==> src/rtl/row_bus_scheduler_pkg.sv <==
`timescale 1ns/1ps
`default_nettype none
// ============================================================================
// Module   : row_bus_scheduler_pkg
// Purpose  : Shared widths, FSM encoding and display-block kinds for the row bus scheduler.
// Revision : 1.0
// ============================================================================
package row_bus_scheduler_pkg;

  localparam int CELL_W = 5;
  localparam int BLK_W  = 3;
  localparam int CELLS  = 13;
  localparam int BUS_W  = CELLS * BLK_W;
  localparam int ROW_W  = CELLS * CELL_W;
  localparam int CNT_W  = 4;

  typedef enum logic [2:0] {
    ST_IDLE  = 3'd0,
    ST_FETCH = 3'd1,
    ST_WAIT  = 3'd2,
    ST_CONV  = 3'd3,
    ST_HOLD  = 3'd4
  } state_t;

  typedef enum logic [BLK_W-1:0] {
    BLK_EMPTY   = 3'd0,
    BLK_DIRT    = 3'd1,
    BLK_TUNNEL  = 3'd2,
    BLK_ANT     = 3'd3,
    BLK_FOOD    = 3'd4,
    BLK_QUEEN   = 3'd5,
    BLK_EGG     = 3'd6,
    BLK_INVALID = 3'd7
  } blk_t;

endpackage

`default_nettype wire

==> src/rtl/row_bus_scheduler_if.sv <==
`timescale 1ns/1ps
`default_nettype none
// ============================================================================
// Module   : row_bus_scheduler_if
// Purpose  : Frame control, grid read port and row-bus handshake bundle.
// Revision : 1.0
// ============================================================================
interface row_bus_scheduler_if #(
  parameter int AW = 4
);

  logic                                    start;
  logic                                    busy;
  logic                                    done;
  logic                                    rd_en;
  logic [AW-1:0]                           row_addr;
  logic [row_bus_scheduler_pkg::ROW_W-1:0] rd_data;
  logic [row_bus_scheduler_pkg::BUS_W-1:0] bus_out;
  logic                                    bus_valid;
  logic                                    bus_ready;
  logic [AW-1:0]                           bus_row;

  modport master (
    input  start, rd_data, bus_ready,
    output busy, done, rd_en, row_addr, bus_out, bus_valid, bus_row
  );

  modport slave (
    output start, rd_data, bus_ready,
    input  busy, done, rd_en, row_addr, bus_out, bus_valid, bus_row
  );

endinterface

`default_nettype wire

==> src/rtl/row_bus_scheduler_disp_to_block.sv <==
`timescale 1ns/1ps
`default_nettype none
// ============================================================================
// Module   : dispToBlock
// Purpose  : Maps a 5-bit display code to its 3-bit block kind (groups of four codes).
// Revision : 1.0
// ============================================================================
module dispToBlock
  import row_bus_scheduler_pkg::*;
(
  input  wire logic [CELL_W-1:0] i_code,
  output      logic [BLK_W-1:0]  o_blk
);

  blk_t w_kind;

  always_comb begin
    w_kind = BLK_INVALID;
    case (i_code) inside
      5'd0:           w_kind = BLK_EMPTY;
      [5'd1:5'd4]:    w_kind = BLK_DIRT;
      [5'd5:5'd8]:    w_kind = BLK_TUNNEL;
      [5'd9:5'd12]:   w_kind = BLK_ANT;
      [5'd13:5'd16]:  w_kind = BLK_FOOD;
      [5'd17:5'd20]:  w_kind = BLK_QUEEN;
      [5'd21:5'd24]:  w_kind = BLK_EGG;
      default:        w_kind = BLK_INVALID;
    endcase
  end

  assign o_blk = w_kind;

endmodule

`default_nettype wire

==> src/rtl/row_bus_scheduler.sv <==
`timescale 1ns/1ps
`default_nettype none
// ============================================================================
// Module   : row_bus_scheduler
// Purpose  : Walks grid rows, decodes one cell per clock, presents each row bus on valid/ready.
// Revision : 1.0
// ============================================================================
module row_bus_scheduler
  import row_bus_scheduler_pkg::*;
#(
  parameter int ROWS = 10,
  parameter int AW   = 4
) (
  input wire logic clk,
  input wire logic rst,
  row_bus_scheduler_if.master sif
);

  localparam logic [AW-1:0]    C_LAST_ROW  = AW'(ROWS - 1);
  localparam logic [CNT_W-1:0] C_LAST_CELL = CNT_W'(CELLS - 1);

  state_t                          r_state;
  logic [CNT_W-1:0]                r_cellCnt;
  logic [CELLS-1:0][CELL_W-1:0]    r_rowReg;
  logic [CELLS-1:0][BLK_W-1:0]     r_busOut;
  logic [AW-1:0]                   r_rowAddr;
  logic [AW-1:0]                   r_busRow;
  logic                            r_busy;
  logic                            r_done;
  logic                            r_donePend;
  logic                            r_rdEn;
  logic                            r_busValid;

  logic [CELL_W-1:0]               w_cellCode;
  logic [BLK_W-1:0]                w_blk;

  assign w_cellCode = r_rowReg[r_cellCnt];

  dispToBlock u_dispToBlock (
    .i_code (w_cellCode),
    .o_blk  (w_blk)
  );

  always_ff @(posedge clk or posedge rst) begin
    if (rst) begin
      r_state    <= ST_IDLE;
      r_cellCnt  <= '0;
      r_rowReg   <= '0;
      r_busOut   <= '0;
      r_rowAddr  <= '0;
      r_busRow   <= '0;
      r_busy     <= 1'b0;
      r_done     <= 1'b0;
      r_donePend <= 1'b0;
      r_rdEn     <= 1'b0;
      r_busValid <= 1'b0;
    end else begin
      // done trails the final handshake by one cycle
      r_done     <= r_donePend;
      r_donePend <= 1'b0;
      r_rdEn     <= 1'b0;
      case (r_state)
        ST_IDLE: begin
          // start is refused while the previous frame's done is still in flight
          if (sif.start && !r_donePend && !r_done) begin
            r_state   <= ST_FETCH;
            r_rowAddr <= '0;
            r_busy    <= 1'b1;
            r_rdEn    <= 1'b1;
          end
        end
        ST_FETCH: begin
          r_state <= ST_WAIT;
        end
        ST_WAIT: begin
          r_rowReg  <= sif.rd_data;
          r_cellCnt <= '0;
          r_state   <= ST_CONV;
        end
        ST_CONV: begin
          r_busOut[r_cellCnt] <= w_blk;
          if (r_cellCnt == C_LAST_CELL) begin
            r_cellCnt  <= '0;
            r_state    <= ST_HOLD;
            r_busValid <= 1'b1;
            r_busRow   <= r_rowAddr;
          end else begin
            r_cellCnt <= r_cellCnt + CNT_W'(1);
          end
        end
        ST_HOLD: begin
          if (sif.bus_ready) begin
            r_busValid <= 1'b0;
            if (r_rowAddr == C_LAST_ROW) begin
              r_state    <= ST_IDLE;
              r_busy     <= 1'b0;
              r_donePend <= 1'b1;
            end else begin
              r_rowAddr <= r_rowAddr + AW'(1);
              r_state   <= ST_FETCH;
              r_rdEn    <= 1'b1;
            end
          end
        end
        default: begin
          r_state <= ST_IDLE;
        end
      endcase
    end
  end

  assign sif.busy      = r_busy;
  assign sif.done      = r_done;
  assign sif.rd_en     = r_rdEn;
  assign sif.row_addr  = r_rowAddr;
  assign sif.bus_out   = r_busOut;
  assign sif.bus_valid = r_busValid;
  assign sif.bus_row   = r_busRow;

endmodule

`default_nettype wire

==> src/flat_wrapper.sv <==
// flat-port wrapper written by rule: the top's interface ports become plain ports
module row_bus_scheduler_flat import row_bus_scheduler_pkg::*;
#(
  parameter int ROWS = 10,
  parameter int AW   = 4
)
  (clk, rst, sif_start, sif_rd_data, sif_bus_ready, sif_busy, sif_done, sif_rd_en, sif_row_addr, sif_bus_out, sif_bus_valid, sif_bus_row);
  row_bus_scheduler_if #(.AW(AW)) sif_i ();
  input wire logic clk;
  input wire logic rst;
  input wire logic [$bits(sif_i.start)-1:0] sif_start;
  input wire logic [$bits(sif_i.rd_data)-1:0] sif_rd_data;
  input wire logic [$bits(sif_i.bus_ready)-1:0] sif_bus_ready;
  output wire logic [$bits(sif_i.busy)-1:0] sif_busy;
  output wire logic [$bits(sif_i.done)-1:0] sif_done;
  output wire logic [$bits(sif_i.rd_en)-1:0] sif_rd_en;
  output wire logic [$bits(sif_i.row_addr)-1:0] sif_row_addr;
  output wire logic [$bits(sif_i.bus_out)-1:0] sif_bus_out;
  output wire logic [$bits(sif_i.bus_valid)-1:0] sif_bus_valid;
  output wire logic [$bits(sif_i.bus_row)-1:0] sif_bus_row;
  assign sif_i.start = sif_start;
  assign sif_i.rd_data = sif_rd_data;
  assign sif_i.bus_ready = sif_bus_ready;
  assign sif_busy = sif_i.busy;
  assign sif_done = sif_i.done;
  assign sif_rd_en = sif_i.rd_en;
  assign sif_row_addr = sif_i.row_addr;
  assign sif_bus_out = sif_i.bus_out;
  assign sif_bus_valid = sif_i.bus_valid;
  assign sif_bus_row = sif_i.bus_row;
  row_bus_scheduler #(.ROWS(ROWS), .AW(AW)) u_core (.clk(clk), .rst(rst), .sif(sif_i));
endmodule
==> config.mk <==
export PLATFORM = sky130hd
export DESIGN_NAME = row_bus_scheduler_flat
export DESIGN_NICKNAME = d
export VERILOG_FILES = /design/src/rtl/row_bus_scheduler_pkg.sv /design/src/rtl/row_bus_scheduler_if.sv /design/src/rtl/row_bus_scheduler_disp_to_block.sv /design/src/rtl/row_bus_scheduler.sv /design/src/flat_wrapper.sv
export SDC_FILE = /design/constraint.sdc
export NUM_CORES = 1
export LEC_CHECK = 0
export ABC_AREA = 1
export ABC_CLOCK_PERIOD_IN_PS = 6200
export CAP_MARGIN = 20
export CORE_MARGIN = 10
export CORE_UTILIZATION = 40
export DETAILED_ROUTE_END_ITERATION = 8
export PLACE_DENSITY = 0.62
export SLEW_MARGIN = 20
export SYNTH_ARGS = -nofsm -noshare
export SYNTH_HDL_FRONTEND = slang
export SYNTH_SLANG_ARGS = --single-unit
export TNS_END_PERCENT = 100
==> constraint.sdc <==
create_clock -name clk -period 6.2 [get_ports clk]
set_input_delay 1.55 -clock clk [delete_from_list [all_inputs] [get_ports clk]]
set_output_delay 1.55 -clock clk [all_outputs]
set_load 0.02 [all_outputs]
Yosys cells after proc, flatten, opt, wreduce, memory -nomap -nowiden
Cells that the tools add are included.
{"block": "word_totals", "regBits": 124, "input_bits": 69, "out_inout_bits": 51, "elab_cells": 120}
{"block": "op_classes", "addsub": 2, "order_cmp": 14, "n_eq_ne": 11, "mux": 37, "n_reduce_logical": 21}
{"op": "$bwmux W39", "count": 1}
{"op": "$mux W3", "count": 8}
{"op": "$bmux W5 S4", "count": 1}
{"op": "$mux W4", "count": 4}
{"op": "$pmux W4 S2", "count": 2}
{"op": "$le A5 B5 Y1 const B", "count": 3}
{"op": "$pmux W3 S5", "count": 1}
{"op": "$mux W1", "count": 13}
{"op": "$demux W3 S4", "count": 1}
{"op": "$ge A5 B4 Y1 const B", "count": 2}
{"op": "$ge A5 B5 Y1 const B", "count": 2}
{"op": "$le A5 B4 Y1 const B", "count": 2}
{"op": "$logic_and A1 B1 Y1", "count": 9}
{"op": "$add A4 B1 Y4 const B", "count": 2}
{"op": "$eq A4 B4 Y1 const B", "count": 2}
{"op": "$reduce_and A4 Y1", "count": 2}
{"op": "$eq A3 B2 Y1 const B", "count": 2}
{"op": "$ne A2 B1 Y1 const B", "count": 3}
{"op": "$pmux W1 S2", "count": 3}
{"op": "$reduce_and A3 Y1", "count": 2}
{"op": "$reduce_bool A2 Y1", "count": 3}
{"op": "$ge A5 B1 Y1 const B", "count": 1}
{"op": "$ge A5 B3 Y1 const B", "count": 1}
{"op": "$le A5 B3 Y1 const B", "count": 1}
{"op": "11 further kinds", "count": 14}

Depth between registers and ports, before layout
Gate-level depths: netlist of the first run.
{"block": "depth", "word_depth": 12, "ltp_mapped": 15, "ltp_nobuf": 12}

Modules after synthesis
From an unflattened synthesis of the first run, not the netlist that was laid out.
{"block": "unflattened", "hier_cells": 692, "area_unflattened_um2": 6125.9}
{"module": "row_bus_scheduler", "n_inst": 1, "cells_per_inst": 677, "area_each_um2": 6062.1, "seq_area_each_um2": 3103.0}
{"module": "dispToBlock", "n_inst": 1, "cells_per_inst": 15, "area_each_um2": 63.8, "seq_area_each_um2": 0.0}

Worst setup path before layout of the first run
OpenSTA, ideal clock, no wires.
{"block": "synth_timing", "path_type": "input to register", "start": "input sif_start", "end": "register u_core.r_rowAddr[2] (netlist: u_core.sif.row_addr[2])", "setup_time_ns": 0.077, "arrival_ns": 2.263, "required_ns": 6.123, "slack_ns": 3.859, "cell_stages": 8, "path_buffers": 0, "path_cell_list": "nand3b_1 -> nor3_1 -> inv_1 -> nand2_1 -> inv_1 -> nor2_1 -> o21ai_0 -> a21oi_1"}
{"block": "synth_via", "elab_chain_len": 4}
{"item": "from (decl)", "line_no": "flat_wrapper.sv:11", "text": "input wire logic [$bits(sif_i.start)-1:0] sif_start;"}
{"item": "$logic_and A1 B1 Y1 (2 in a row)", "line_no": "row_bus_scheduler.sv:65", "text": "if (sif.start && !r_donePend && !r_done) begin"}
{"item": "$ne A2 B1 Y1 (no line)"}
{"item": "$reduce_and A4 Y1 (no line)"}
{"item": "to (signal assigned)", "line_no": "row_bus_scheduler.sv:99", "text": "r_rowAddr <= r_rowAddr + AW'(1);"}
{"item": "to (decl)", "line_no": "row_bus_scheduler.sv:26", "text": "logic [AW-1:0] r_rowAddr;"}
No other way between the ends.
A chain may end at the register's enable or synchronous reset.

Worst setup path in the final report of the first run
{"block": "layout_timing", "start": "register u_core.r_rowAddr[2] (netlist: u_core.sif.row_addr[2])", "end": "output sif_row_addr[2]"}
{"item": "to (decl)", "line_no": "flat_wrapper.sv:17", "text": "output wire logic [$bits(sif_i.row_addr)-1:0] sif_row_addr;"}
No word-level cell between the ends.

==> flow_summary.ini, run 1 <==
[setup_path]
timing.critical_path.max_delay_family = buffers and inverters
slowest_cell_delay_on_critical_path_ps = 650
critical_path_required_ps = 4650
critical_path_maximum_fanout = 6
setup.worst_path.start_class = register
worst-path-buf-inv = 1
critical_path_arrival_ps = 1470
critPathCaptureType = primary output
path_class = reg -> out
timing.critical_path.slowest_stage_cell = clkdlybuf4s50_1
critical_path.cell_chain = clkdlybuf4s50_1

[place]
portBuffers = 119
routability_congestion_estimate = 0.770
dp_hpwl_mm = 10.8
placed_area_sq_um = 7040
numPlacedInstances = 964
pre_cts_slack_ps = 2830

[floorplan]
initial_core_util_pct = 41.3
dieWidth_um = 140
core_area_sq_um = 14000
io_pins = 120
floorplan.die.height_um = 140
core.rowCount = 43
floorplan.die_area_sq_um = 19700

[power]
power.density_cell_area_nw_per_um2 = 520
power_after_layout_mw = 3.93
power.ir.vdd_worst_mv = 0.255
cellLeakagePower_nw = 3.68

[timing]
finalHoldViolCount = 0
setup_repair_after_global_routing_missed_its_margin = no
tns_ps = 0
timing.final.crit_period_ps = 3020
finalSetupViolCount = 0
tightest_slew_ps = 830
timing_max_transition_violations_final = 0
slew_headroom_pct = 44.7
hold-worst-slack_ps = 387
setup_ws_ps = 3180
highest_clock_rate_ghz = 0.331
fin_skew_ps = 7.87
post-route-period-util_pct = 48.8

[clock_network]
cts_hold_buf = 0
cts.sink_count = 124
tritoncts.num_buffers = 17
post_cts.repair.setup_buffers = 0
postCtsResizedCells = 0
clock_tree.htree_level_count = 4
tritoncts = done
worst_skew_pair.late_latency_ps = 400
cts-root-to-sink-buffers = 2
clk_pin_slew_worst_paths_ps = 50
cts-root-buf = clkbuf_16

[logic_synthesis]
yosys.area_share.adder_pct = 1.30
synth.avg_cell_area_sq_um = 8.39
synthesis.nets = 766
synthXorXnorAreaFrac_pct = 0.151
ys_seq_elements = 124
post_synthesis_instance_total = 691
synth_simple_gate_area_share_pct = 25.7
main_combinational_cell_family_by_area_after_synthesis = simple AND/OR/NAND/NOR gates
register_area_share_after_synthesis_pct = 53.5
compound_gate_portion_of_the_synthesized_area_pct = 5.81
muxShareOfSynthArea_pct = 4.47
synth.distinct_cells = 31
synth-warning-count = 0
synth.cell_area_sq_um = 5800

[detailed_routing]
ant_nets = 0
first_pass_iters = 4
drt_first_iter_violations = 324
routedWlPerCell_um = 15.3
drc = 0
via_per_inst = 4.86
wirelength_mm = 15.1
vias = 4819

[final_layout]
final_core_utilization_pct = 53.8
antennaDiodeCount = 0
ratio_of_cells_with_drive_above_1_in_the_final_layout_pct = 8.13
layout.filler_cells = 1266
fin_nets = 878
non_filler_instances = 992
layout.cell_area.non_filler_sq_um = 7550
area_growth_syn_to_layout_pct = 30.4

[grt]
maximum_number_of_pins_on_one_net_before_global_route_repair = 108
number_of_global_route_vias_before_repair = 5003
grt_antenna_before_repair = 0
grt_pass1_wl_mm = 25.5
overflow = 0
track_usage_pct = 15.8

[run]
drv.max_cap_violation_count = 0

[status]
run_status = finished, final reports clean

[worst_hold_path]
hp-class = reg -> reg
## worst reg2reg max path, cell delays in order, from the launching register on
cell	delay, ps
dfrtp_1	880
inv_2	400
o211ai_1	270
nand2_1	80
nand2_1	90
nand2_1	50
nor2_1	80
nand3_1	420
nand3_1	260
nand2_1	70
## state kept, by name, indices dropped and copies added (netlist names)
| signal | count |
|---|---|
| u_core.r_donePend | 1 |
| u_core.sif.done | 1 |
| u_core.sif.bus_out | 39 |
| u_core.sif.bus_valid | 1 |
| u_core.r_cellCnt | 4 |
| u_core.sif.busy | 1 |
| u_core.sif.rd_en | 1 |
| u_core.sif.bus_row | 4 |
| u_core.sif.row_addr | 4 |
| u_core.r_rowReg | 65 |
| u_core.r_state | 3 |
## path summary, 6_finish.rpt
path,from,endpoint,slack [ps],cells after the start
setup / recovery,u_core.sif.row_addr[2],sif_row_addr[2],3180,1
hold / removal,u_core.r_donePend,u_core.sif.done,390,0
setup reg to reg,u_core.r_cellCnt[1],u_core.sif.bus_out[3],3480,9
hold reg to reg,u_core.r_donePend,u_core.sif.done,390,0
max in group asynchronous,rst,u_core.sif.bus_out[3],3540,3
min in group asynchronous,rst,u_core.r_rowReg[8],1670,2
## cell type report
type                    instances  area, sq um  area share [%]
multi-input cells             452         2190            28.9
well taps                     180          225            2.98
clock inverters                 3         15.0           0.199
clock buffers                  25          485            6.43
flip-flops and latches        124         3100            41.1
inverters                      87          334            4.42
repair buffers                121         1210            16.0
## placed cells by master (no fill, tap or decap)
cell and n:
nor2_1 66, o31ai_1 2, a21oi_2 1, clkbuf_1 5, ha_1 6, clkbuf_16 17
nor2_2 3, o21ai_0 9, clkbuf_8 3, inv_4 1, nand3_1 62, inv_1 82
buf_4 2, nand2_1 205, inv_2 3, dfrtp_1 124, o21ai_1 1, nor3_2 1
nand3b_1 1, nand2_8 1, inv_6 1, a21oi_1 47, o22ai_1 1, nand2_2 3
mux2_2 23, clkdlybuf4s50_1 119, clkinv_2 3, nand4_2 1, o211ai_1 2, nand3_2 3
nor3_1 11, nand4_1 1, a31oi_1 1, xor2_1 1
## synthesized netlist by cell type
cell type	n	area, sq um
inv_1	83	312
nor2_1	66	248
nand4_2	1	12.5
nand3_2	3	30.0
o21ai_1	1	5.00
buf_2	5	25.0
xor2_1	1	8.76
inv_4	1	6.26
nand2_1	206	773
mux2_2	23	259
clkbuf_1	7	26.3
o22ai_1	1	6.26
buf_1	3	11.3
nor3_1	11	55.1
nand3_1	62	310
ha_1	6	75.1
buf_4	4	30.0
buf_6	9	101
nor3_2	1	10.0
a31oi_1	1	6.26
a21oi_2	1	8.76
nor2_2	3	18.8
nand4_1	1	6.26
o21ai_0	9	45.0
nand3b_1	1	7.51
inv_2	3	11.3
a21oi_1	47	235
nand2_2	3	18.8
o211ai_1	2	15.0
dfrtp_1	124	3100
o31ai_1	2	15.0
## cells by family after synthesis
group / Yosys count
buf+inv: 115
compound gates: 64
flops: 124
simple gates: 358
mux: 23
xor+xnor: 1
fa+ha+maj: 6
## report_power, final
part,leakage [nW],switching (mW),internal [mW]
sequential,1.51,0.183,1.14
combinational,1.92,1.12,0.634
clock,0.249,0.320,0.530
## layer usage
metal  GRT usage [%]  wire length [um]
met5               0                 0
met4            6.36               169
met3            4.36               863
met2            25.0              7190
met1            19.9              6910
Note: power is estimated with default switching activity, not from simulation.
==> run 2: changes to the inputs <==
--- a/config.mk
+++ b/config.mk
@@ -6,7 +6,7 @@
 export NUM_CORES = 1
 export LEC_CHECK = 0
 export ABC_AREA = 1
-export ABC_CLOCK_PERIOD_IN_PS = 6200
+export ABC_CLOCK_PERIOD_IN_PS = 3000
 export CAP_MARGIN = 20
 export CORE_MARGIN = 10
 export CORE_UTILIZATION = 40
==> constraint.sdc (replaced) <==
create_clock -name clk -period 3 [get_ports clk]
set_input_delay 0.75 -clock clk [delete_from_list [all_inputs] [get_ports clk]]
set_output_delay 0.75 -clock clk [all_outputs]
set_load 0.02 [all_outputs]
==> run 2 against run 1 <==
- design area is 1.4% higher
- via count fell by 0.21%
- final cell count is 0.50% higher
- count of clock-buffer cells in the layout stayed put
- die area stayed put
- largest cell class unchanged
- highest routed layer unchanged
==> flow_summary.ini, run 2 (synthesis results as in run 1) <==
[timing]
setup_repair_after_global_routing_missed_its_margin = no
finalHoldViolCount = 0
setup_ws_ps = 756
tns_ps = 0
finalSetupViolCount = 0
fin_skew_ps = 8.27
highest_clock_rate_ghz = 0.446
timing.final.crit_period_ps = 2240
tightest_slew_ps = 721
slew_headroom_pct = 51.9
post-route-period-util_pct = 74.8
timing_max_transition_violations_final = 0

[place]
pre_cts_slack_ps = 827
dp_hpwl_mm = 10.8
placed_area_sq_um = 7060
routability_congestion_estimate = 0.786
portBuffers = 119

[power]
power_switching_mw = 3.40
power.share.clock_pct = 24.3
power.share.combinational_pct = 43.8
power.density_cell_area_nw_per_um2 = 1100
swShare_pct = 40.4
pwr-share-seq_pct = 31.9
power.internal_mw = 5.02
power.ir.vdd_worst_mv = 0.658
cellLeakagePower_nw = 3.72

[final_layout]
final_core_utilization_pct = 54.6
layout.cell_area.non_filler_sq_um = 7660
most_common_cell_after_layout_fill_and_taps_aside = nand2_1
antennaDiodeCount = 0
ratio_of_cells_with_drive_above_1_in_the_final_layout_pct = 8.57
fin_nets = 879
regMostFlops = u_core.r_rowReg
max_ffs_per_register = 65
area_growth_syn_to_layout_pct = 32.2
layout.cells.most_common_list = nand2_1 (205), dfrtp_1 (124), clkdlybuf4s50_1 (119)

[floorplan]
core_area_sq_um = 14000
floorplan.die.height_um = 140
core.rowCount = 43
io_pins = 120
initial_core_util_pct = 41.3
dieWidth_um = 140
floorplan.die_area_sq_um = 19700

[setup_path]
critical_path_arrival_ps = 1490
critical_path_maximum_fanout = 6
path_class = reg -> out
worst-path-buf-inv = 1
critical_path_required_ps = 2250
timing.critical_path.slowest_stage_cell = clkdlybuf4s50_1
timing.critical_path.max_delay_family = buffers and inverters
rrSetupSlack_ps = 840
setup.worst_path.start_class = register
critical_path.cell_chain = clkdlybuf4s50_1
slowest_cell_delay_on_critical_path_ps = 650
critPathCaptureType = primary output

[grt]
grt_antenna_before_repair = 0
number_of_global_route_vias_before_repair = 5134
maximum_number_of_pins_on_one_net_before_global_route_repair = 125
track_usage_pct = 16.0
grt_pass1_wl_mm = 25.7
overflow = 0

[clock_network]
tritoncts.num_buffers = 17
worst_skew_pair.late_latency_ps = 420
post_cts.repair.setup_buffers = 0
clock_tree.htree_level_count = 4
tritoncts = done
cts-root-buf = clkbuf_16
cts-root-to-sink-buffers = 2
postCtsResizedCells = 0
cts_hold_buf = 0
clk_pin_slew_worst_paths_ps = 50
cts.sink_count = 124

[detailed_routing]
wirelength_mm = 15.5
drc = 0
ant_nets = 0
first_pass_iters = 5
vias = 4809
via_per_inst = 4.82
routedWlPerCell_um = 15.5
drt_first_iter_violations = 355

[status]
run_status = finished, final reports clean

[run]
drv.max_cap_violation_count = 0

[worst_hold_path]
hp-class = reg -> reg
run 2: per-stage QoR:
stage	total power, mW	std cells	hold slack [ps]
after floorplan	5.38	691	345
after global placement	6.33	965	360
after detailed placement	6.41	965	354
after CTS	8.51	997	375
after global routing	9.07	997	393
final	8.42	997	369
run 2: power by group through the flow:
| stage | registers, mW | clock network [mW] | logic, mW |
|---|---|---|---|
| after CTS | 2.68 | 2.08 | 3.74 |
| final | 2.68 | 2.05 | 3.69 |
| after global routing | 2.76 | 2.16 | 4.15 |
| after floorplan | 2.85 | 0 | 2.53 |
| after detailed placement | 2.70 | 0 | 3.71 |
| after global placement | 2.68 | 0 | 3.65 |
run 2: final timing paths:
path,startpoint,end,cells after the start
max,u_core.sif.row_addr[2],sif_row_addr[2],1
min,u_core.r_donePend,u_core.sif.done,0
max reg2reg,u_core.r_cellCnt[0],u_core.sif.bus_out[0],10
min reg2reg,u_core.r_donePend,u_core.sif.done,0
max in group asynchronous,rst,u_core.r_rowReg[9],3
min in group asynchronous,rst,u_core.r_rowReg[11],3
run 2: per-layer routing:
layer	up-vias	global-route usage, %	part of all wire, %
li1	2388	-	-
met3	21	4.09	4.7
met4	0	6.58	1.9
met5	-	0	0
met1	2284	19.5	45
met2	116	26.2	48
run 2: layout make-up:
cell class	instances	area, sq um
clock buffer	25	475
fill	1297	6380
sequential	124	3100
multi-input combinational	452	2190
clock inverter	7	113
timing repair buffer	122	1230
tap	180	225
inverter	87	333
==> run 3: changes to the inputs <==
--- a/config.mk
+++ b/config.mk
@@ -6,12 +6,12 @@
 export NUM_CORES = 1
 export LEC_CHECK = 0
 export ABC_AREA = 1
-export ABC_CLOCK_PERIOD_IN_PS = 3000
+export ABC_CLOCK_PERIOD_IN_PS = 1900
 export CAP_MARGIN = 20
 export CORE_MARGIN = 10
 export CORE_UTILIZATION = 40
 export DETAILED_ROUTE_END_ITERATION = 8
-export PLACE_DENSITY = 0.62
+export PLACE_DENSITY = 0.64
 export SLEW_MARGIN = 20
 export SYNTH_ARGS = -nofsm -noshare
 export SYNTH_HDL_FRONTEND = slang
==> constraint.sdc (replaced) <==
create_clock -name clk -period 1.9 [get_ports clk]
set_input_delay 0.475 -clock clk [delete_from_list [all_inputs] [get_ports clk]]
set_output_delay 0.475 -clock clk [all_outputs]
set_load 0.02 [all_outputs]
==> run 3 against run 2 <==
- register-to-register slack got worse by 740 ps
- setup slack worse by 720 ps
- sequential cell count unchanged
- sequential share of layout area decreased by 2.6 points
- combinational power rose by 93%
- wire length rose by 4.5%
- via count is 5.0% higher
- worst hold slack better by 11 ps
- design area up 6.8%
- clock skew up 3.0 ps
- sequential power is 59% higher
- global-route usage decreased by 0.18 points
- largest cell class unchanged
==> flow_summary.ini, run 3 (synthesis results as in run 1) <==
[power]
power.ir.vdd_worst_mv = 0.958
cellLeakagePower_nw = 4.25
power.density_cell_area_nw_per_um2 = 1830

[grt]
track_usage_pct = 15.8
number_of_global_route_vias_before_repair = 5117
maximum_number_of_pins_on_one_net_before_global_route_repair = 78
overflow = 0
grt_antenna_before_repair = 0
grt_pass1_wl_mm = 25.4

[worst_hold_path]
hp-class = reg -> reg
hold_path.startpoint = u_core.r_donePend

[final_layout]
fin_nets = 911
max_ffs_per_register = 65
regMostFlops = u_core.r_rowReg
most_common_cell_after_layout_fill_and_taps_aside = nand2_1
non_filler_instances = 1029
layout.cells.most_common_list = nand2_1 (200), dfrtp_1 (123), clkdlybuf4s50_1 (88)
antennaDiodeCount = 0
area_growth_syn_to_layout_pct = 41.2
final_core_utilization_pct = 58.3
ratio_of_cells_with_drive_above_1_in_the_final_layout_pct = 14.7
layout.cell_area.non_filler_sq_um = 8180

[timing]
fin_skew_ps = 11.2
finalSetupViolCount = 0
hold-worst-slack_ps = 380
timing.final.crit_period_ps = 1860
slew_headroom_pct = 67.4
tns_ps = 0
highest_clock_rate_ghz = 0.536
finalHoldViolCount = 0
post-route-period-util_pct = 98.1
tightest_slew_ps = 486
timing_max_transition_violations_final = 0

[floorplan]
core.rowCount = 43
floorplan.die_area_sq_um = 19700
floorplan.die.height_um = 140
core_area_sq_um = 14000
initial_core_util_pct = 41.3
dieWidth_um = 140
io_pins = 120

[setup_path]
critical_path_arrival_ps = 1390
timing.critical_path.slowest_stage_cell = clkdlybuf4s50_1
critical_path_maximum_fanout = 2
critical_path_required_ps = 1420
timing.critical_path.max_delay_family = buffers and inverters
worst-path-buf-inv = 1
timing.critical_path.to = sif_bus_out[8]
critical_path.cell_chain = clkdlybuf4s50_1
endpoint_of_the_most_critical_register_to_register_path = u_core.sif.bus_out[20]
reg2regPathDepth = 9
critical_path_depth = 1
worst_r2r_startpoint = u_core.r_cellCnt[0]
critPathCaptureType = primary output
setup.worst_path.start_class = register
rrSetupSlack_ps = 100
slowest_cell_delay_on_critical_path_ps = 610
path_class = reg -> out
worst_setup_path_startpoint = u_core.sif.bus_out[8]

[clock_network]
tritoncts.num_buffers = 17
clock_tree.htree_level_count = 4
clk_pin_slew_worst_paths_ps = 50
cts-root-to-sink-buffers = 2
cts-root-buf = clkbuf_16
worst_skew_pair.late_latency_ps = 430
tritoncts = done
cts.sink_count = 124
cts_hold_buf = 0

[detailed_routing]
vias = 5048
routed-wl-met2_mm = 8.16
drc = 0
ant_nets = 0
wirelength_mm = 16.2
detail_route.wirelength.met1_mm = 6.90
first_pass_iters = 5
dr_wl_met3_um = 768
via_per_inst = 4.91
drt_first_iter_violations = 420
top_layer_used = met4
routedWlPerCell_um = 15.7

[place]
placed_area_sq_um = 7270
portBuffers = 119
routability_congestion_estimate = 0.834
numPlacedInstances = 986
dp_hpwl_mm = 11.6

[run]
drv.max_cap_violation_count = 0

[status]
run_status = finished, final reports clean
-- run 3: cell types whose count changed in the layout (fill, tap and decap cells not counted), moves of 5 or more --
cell             before  now
clkbuf_1              6    0
nand2_1             205  200
dlymetal6s2s_1        0   17
dlygate4sd2_1         0   14
nand2_4               0    6
buf_4                 2   25
clkdlybuf4s50_1     119   88
-- run 3: worst min-delay path by stage --
stage / slack (ps) / endpoint / cells past startpoint
global placement: 360 / u_core.sif.done / 0
CTS: 380 / u_core.sif.done / 0
global route: 400 / u_core.sif.done / 0
finish: 380 / u_core.sif.done / 0
detailed placement: 360 / u_core.sif.done / 0
floorplan: 350 / u_core.sif.done / 0
-- run 3: layout make-up --
class / count / area (sq um)
Multi-Input combinational cell: 455 / 2330
Timing Repair inverter: 1 / 5.00
Fill cell: 1220 / 5860
Tap cell: 180 / 225
Inverter: 87 / 338
Timing Repair Buffer: 150 / 1520
Clock inverter: 11 / 188
Clock buffer: 21 / 480
Sequential cell: 124 / 3100
-- run 3: timing repair --
| item | 4_1_cts | 5_1_grt |
|---|---|---|
| cloned | 0 | 4 |
| gates resized for setup | 14 | 51 |
| setup buffers | 0 | 7 |
| pin swaps | 0 | 6 |
| setup endpoints to repair | 14 | 60 |
-- run 3: stage by stage --
stage,total power [mW],setup slack (ps)
after detailed placement,10.5,13.9
after CTS,14.1,1.78
after floorplan,8.49,-100
after global routing,16.0,-39.0
final,15.0,35.6
after global placement,10.4,54.1
-- run 3: metal layers --
| metal | track usage [%] | up-vias |
|---|---|---|
| met4 | 6.85 | 0 |
| li1 | - | 2466 |
| met5 | 0 | - |
| met3 | 3.79 | 25 |
| met1 | 18.9 | 2421 |
| met2 | 26.4 | 136 |
-- run 3: report_power, final --
group	internal [mW]	total [mW]	switching [mW]
logic	2.70	7.11	4.42
registers	3.72	4.27	0.558
clock network	2.46	3.62	1.16
